<file path="src/rtl/instr_loader.sv">
// instr_loader: packs a byte stream big-endian into 32-bit words and writes them to the
// instruction RAM. Define INSTR_LOADER_CHECKSUM_EN to add an XOR trailer-byte check.
module instr_loader #(
   parameter int unsigned ADRS_W    = 7,
   parameter int unsigned MAX_WORDS = 32
) (
   input  logic              clk,
   input  logic              rst,
   input  logic              start,
   input  logic [5:0]        num_words,
   input  logic [7:0]        byte_in,
   input  logic              byte_valid,
   output logic              byte_ready,
   output logic              wr_en,
   output logic [ADRS_W-1:0] wr_adrs,
   output logic [31:0]       wr_data,
   output logic              busy,
   output logic              done,
   output logic              chk_err
);

   localparam int unsigned IdxW   = ADRS_W - 2;
   localparam logic [5:0]  MaxNum = 6'(MAX_WORDS);

   typedef enum logic [2:0] {StIdle, StLoad, StWrite, StCheck, StDone} state_e;

`ifdef INSTR_LOADER_CHECKSUM_EN
   localparam state_e AfterLast = StCheck;
`else
   localparam state_e AfterLast = StDone;
`endif

   state_e            state_q, state_d;
   logic [1:0]        byte_cnt_q, byte_cnt_d;
   logic [IdxW-1:0]   word_idx_q, word_idx_d;
   logic [5:0]        num_q, num_d;
   logic [23:0]       shift_q, shift_d;
   logic [31:0]       wr_data_q, wr_data_d;
   logic              xfer;
   logic              last_word;

   assign xfer      = byte_valid & byte_ready;
   assign last_word = (6'(word_idx_q) + 6'd1) == num_q;

   // State register
   always_ff @(posedge clk) begin
      if (rst) begin
         state_q <= StIdle;
      end else begin
         state_q <= state_d;
      end
   end

   // Next-state logic
   always_comb begin
      state_d = state_q;
      unique case (state_q)
         StIdle: begin
            if (start) begin
               state_d = (num_words == 6'd0) ? StDone : StLoad;
            end
         end
         StLoad: begin
            if (xfer && (byte_cnt_q == 2'd3)) begin
               state_d = StWrite;
            end
         end
         StWrite: state_d = last_word ? AfterLast : StLoad;
         StCheck: begin
            if (xfer) begin
               state_d = StDone;
            end
         end
         StDone:  state_d = StIdle;
         default: state_d = StIdle;
      endcase
   end

   // Output decode; all outputs depend on state only, so xfer has no combinational loop
   always_comb begin
      byte_ready = 1'b0;
      wr_en      = 1'b0;
      busy       = 1'b1;
      done       = 1'b0;
      unique case (state_q)
         StIdle:          busy       = 1'b0;
         StLoad, StCheck: byte_ready = 1'b1;
         StWrite:         wr_en      = 1'b1;
         StDone:          done       = 1'b1;
         default:         busy       = 1'b0;
      endcase
   end

   assign wr_adrs = {word_idx_q, 2'b00};
   assign wr_data = wr_data_q;

   // Datapath next-state
   always_comb begin
      byte_cnt_d = byte_cnt_q;
      word_idx_d = word_idx_q;
      num_d      = num_q;
      shift_d    = shift_q;
      wr_data_d  = wr_data_q;
      unique case (state_q)
         StIdle: begin
            if (start) begin
               num_d      = (num_words > MaxNum) ? MaxNum : num_words;
               byte_cnt_d = 2'd0;
               word_idx_d = '0;
               shift_d    = '0;
            end
         end
         StLoad: begin
            if (xfer) begin
               shift_d    = {shift_q[15:0], byte_in};
               byte_cnt_d = byte_cnt_q + 2'd1;
               // Capture the full word so wr_data holds it until the next write
               if (byte_cnt_q == 2'd3) begin
                  wr_data_d = {shift_q, byte_in};
               end
            end
         end
         StWrite: begin
            if (!last_word) begin
               word_idx_d = word_idx_q + 1'b1;
            end
         end
         default: ;
      endcase
   end

   always_ff @(posedge clk) begin
      if (rst) begin
         byte_cnt_q <= 2'd0;
         word_idx_q <= '0;
         num_q      <= 6'd0;
         shift_q    <= 24'd0;
         wr_data_q  <= 32'd0;
      end else begin
         byte_cnt_q <= byte_cnt_d;
         word_idx_q <= word_idx_d;
         num_q      <= num_d;
         shift_q    <= shift_d;
         wr_data_q  <= wr_data_d;
      end
   end

`ifdef INSTR_LOADER_CHECKSUM_EN
   logic [7:0] acc_q, acc_d;
   logic       chk_err_q, chk_err_d;

   always_comb begin
      acc_d     = acc_q;
      chk_err_d = chk_err_q;
      unique case (state_q)
         StIdle: begin
            if (start) begin
               acc_d     = 8'd0;
               chk_err_d = 1'b0;
            end
         end
         StLoad: begin
            if (xfer) begin
               acc_d = acc_q ^ byte_in;
            end
         end
         StCheck: begin
            if (xfer) begin
               chk_err_d = (byte_in != acc_q);
            end
         end
         default: ;
      endcase
   end

   always_ff @(posedge clk) begin
      if (rst) begin
         acc_q     <= 8'd0;
         chk_err_q <= 1'b0;
      end else begin
         acc_q     <= acc_d;
         chk_err_q <= chk_err_d;
      end
   end

   assign chk_err = chk_err_q;
`else
   assign chk_err = 1'b0;
`endif

endmodule

</file>
<file path="config.mk">
export PLATFORM = sky130hd
export DESIGN_NAME = instr_loader
export DESIGN_NICKNAME = d
export VERILOG_FILES = /design/src/rtl/instr_loader.sv
export SDC_FILE = /design/constraint.sdc
export NUM_CORES = 1
export LEC_CHECK = 0
export ABC_AREA = 0
export BUFFER_PORTS_ARGS = -buffer_cell sky130_fd_sc_hd__clkbuf_2
export CELL_PAD_IN_SITES_DETAIL_PLACEMENT = 0
export CELL_PAD_IN_SITES_GLOBAL_PLACEMENT = 1
export CORE_ASPECT_RATIO = 1.25
export CORE_MARGIN = 2
export CORE_UTILIZATION = 45
export CTS_BUF_LIST = sky130_fd_sc_hd__clkbuf_8
export CTS_CLUSTER_SIZE = 20
export DETAILED_ROUTE_END_ITERATION = 10
export GPL_TIMING_DRIVEN = 1
export PLACE_DENSITY_LB_ADDON = 0.1
export SKIP_CTS_REPAIR_TIMING = 1
export SYNTH_ARGS = -nofsm -noshare
export SYNTH_HDL_FRONTEND = slang
export SYNTH_SLANG_ARGS = --single-unit
</file>
<file path="constraint.sdc">
create_clock -name clk -period 4.2 [get_ports clk]
set_input_delay 0.63 -clock clk [delete_from_list [all_inputs] [get_ports clk]]
set_output_delay 0.63 -clock clk [all_outputs]
set_load 0.01 [all_outputs]
</file>
==> reports/results.txt <==
Congestion Overflow GR = 0
RSZ-0062 raised after global routing = no
Clock Root Buffer = clkbuf_8
CP startpoint kind = register
CP max FO = 32
Met2 Track Usage GR = 0.331
Hold_sp = shift_q[16]
Status = finished clean
I/O pin total = 62
Wirelength per Cell = 14.1 microns
Vias post-DR = 2560
Post-DP Area = 0.00321 sq mm
Setup TNS = 0 ns
Ant. Diodes = 0
Gr usage total = 0.196
Top cell type's share of synthesized area = 0.490
Number of global-route vias before repair = 2333
Cells after synthesis = 352
R2r worst-path depth = 6
Hold WC Path Type = reg2reg
Post-synthesis cell type count = 42
Initial Util = 0.471
RR Startpoint = state_q[0]
First-pass DRT Iterations = 4
Slew HR = 0.299
Yosys reg bits = 72
Area Overhead vs Synth = 17.7%
Nets = 418
IO buf count = 58
LEAKAGE = 0.00134 uW
Critical path type = reg2reg
PwrDens = 422 mW/mm^2
Global routing's busiest layer = met2
Clock Path Buffers = 2
R2R Setup Slk = 1.70 ns
Final hold vios = 0
Met1 Usage GRT = 0.249
Die extent in x = 76.3 microns
Skew final = 0.0150 ns
Yosys Warn Count = 0
Area contributors post-synth = dfxtp_1 49%, nand2_1 9.8%, a21oi_1 6.8%, a22oi_1 6.4%, nor2_1 4.3%
Layout cells sized above 1 = 0.203
Fmax = 400 MHz
Cell Rows = 32
Most frequent cells in the layout = 77 x nand2_1, 72 x dfxtp_1, 58 x clkbuf_2
DRC = 0
Crit path required time = 4.47 ns
Die area = 0.00720 sq mm
First-pass GRT wire length = 11300 microns
Reg-to-Reg End = wr_data[28]
Worst hold stages = 2
Post-synth top area cell = dfxtp_1
Setup Viol. Count Final = 0
Crit path DAT = 2.77 ns
CORE AREA = 0.00625 sq mm
Mapped Area = 0.00294 sq mm
Initial antenna violation count = 0
Dominant synthesized flop cell = dfxtp_1
Routability cong. = 0.860
1st-iter DRT viols = 93
GR Layer Usage met3 = 0.0277
CTS tree = yes
Crit end category = register
Largest net degree at the start of global routing = 41
Fin area = 0.00346 sq mm
Register area share after synthesis = 0.490
Post-synth EDFFs = 0
Syn Area/Cell = 8.35 sq um
Max-Cap Viols = 0
Clk sinks = 72
H-tree levels = 3
Min Clock Period, post-route = 2.50 ns
Slew Limit Fails = 0
Least-Margin Pin Slew = 1.05 ns
Hold Path End = wr_data[24]
Die Ht = 94.4 microns
Num CTS Buffers = 9
DPL Wire Length = 4720 microns
Worst-path clk slew = 0.09 ns
Crit share post-route = 0.595
Commonest non-fill, non-tap cell in the layout = nand2_1
Asr flop ratio synth = 0
Drt total wl = 6860 microns
Via density = 5.25
Worst-Skew Late Latency = 0.35 ns
Final ANT Viol Nets = 0
Worst vdd ir = 273 uV
[worst max path at each step]
stage             startpoint             to  cells past startpoint
6_report          state_q[0]    wr_data[28]                      6
5_1_grt           state_q[0]    wr_data[12]                      6
4_1_cts           state_q[0]    wr_data[28]                      6
3_5_place_dp      byte_valid    wr_data[28]                      6
3_3_place_gp      byte_valid    wr_data[28]                      6
2_1_floorplan  word_idx_q[0]  word_idx_q[1]                      6
[stage by stage]
stage	setup slack [ns]	hold WS, ns	util	power [uW]	std cells
finish	1.70	0.458	0.554	1460	488
global route	1.45	0.477	0.554	1510	488
CTS	1.68	0.461	0.554	1470	488
floorplan	2.37	0.432	-	774	354
detailed placement	1.63	0.447	0.514	797	472
global placement	1.68	0.442	0.514	796	472
[sequential cells by signal, summed over array words and instances (netlist names)]
signal      count
byte_cnt_q      2
num_q           6
shift_q        24
state_q         3
word_idx_q      5
wr_data        32
[worst max-delay path, cell delays in order, from the launching register on]
cell     delay [ns]
dfxtp_1        0.47
nor2b_1        0.24
and3_1         0.18
buf_4          0.31
and2_1         0.88
nand2_1        0.17
a21oi_1        0.16
[cells by family after synthesis]
kind of cell	after synthesis	share of synthesized area
xor+xnor	6	0.0179
fa+ha+maj	2	0.00851
compound gates	90	0.193
buf+inv	31	0.0553
other cells	1	0.00128
flops	72	0.490
simple gates	149	0.230
mux	1	0.00341
[power by group]
part / switching, uW / total (uW) / leakage, uW / internal (uW)
registers: 8.49 / 698 / 0.000581 / 690
clock network: 276 / 678 / 0.000125 / 402
logic: 55.2 / 82.2 / 0.000635 / 26.9
total: 340 / 1460 / 0.00134 / 1120
[cell type report]
class                           count  area (sq um)
Tap cell                           85           106
Inverter                            4          15.0
Timing Repair Buffer               60           305
Clock buffer                        9           124
Fill cell                         598          2790
Sequential cell                    72          1440
Multi-Input combinational cell    251          1340
Clock inverter                      7           125
[metal layers]
layer / vias to the layer above / routed length [microns]
met5: - / 0
met2: 66 / 3390
met3: 8 / 213
met1: 1188 / 3180
met4: 0 / 83
li1: 1298 / -
[synthesized netlist by cell type, types with 3 or more instances]
cell type / instances
a21oi_1: 40
a22oi_1: 25
and3_1: 6
buf_2: 10
buf_4: 9
clkbuf_1: 8
dfxtp_1: 72
inv_1: 4
nand2_1: 77
nand2b_1: 3
nand3_1: 5
nand3b_1: 5
nor2_1: 34
nor2b_1: 4
o21ai_0: 11
xnor2_1: 4
Power figures use the tool's default switching activity.
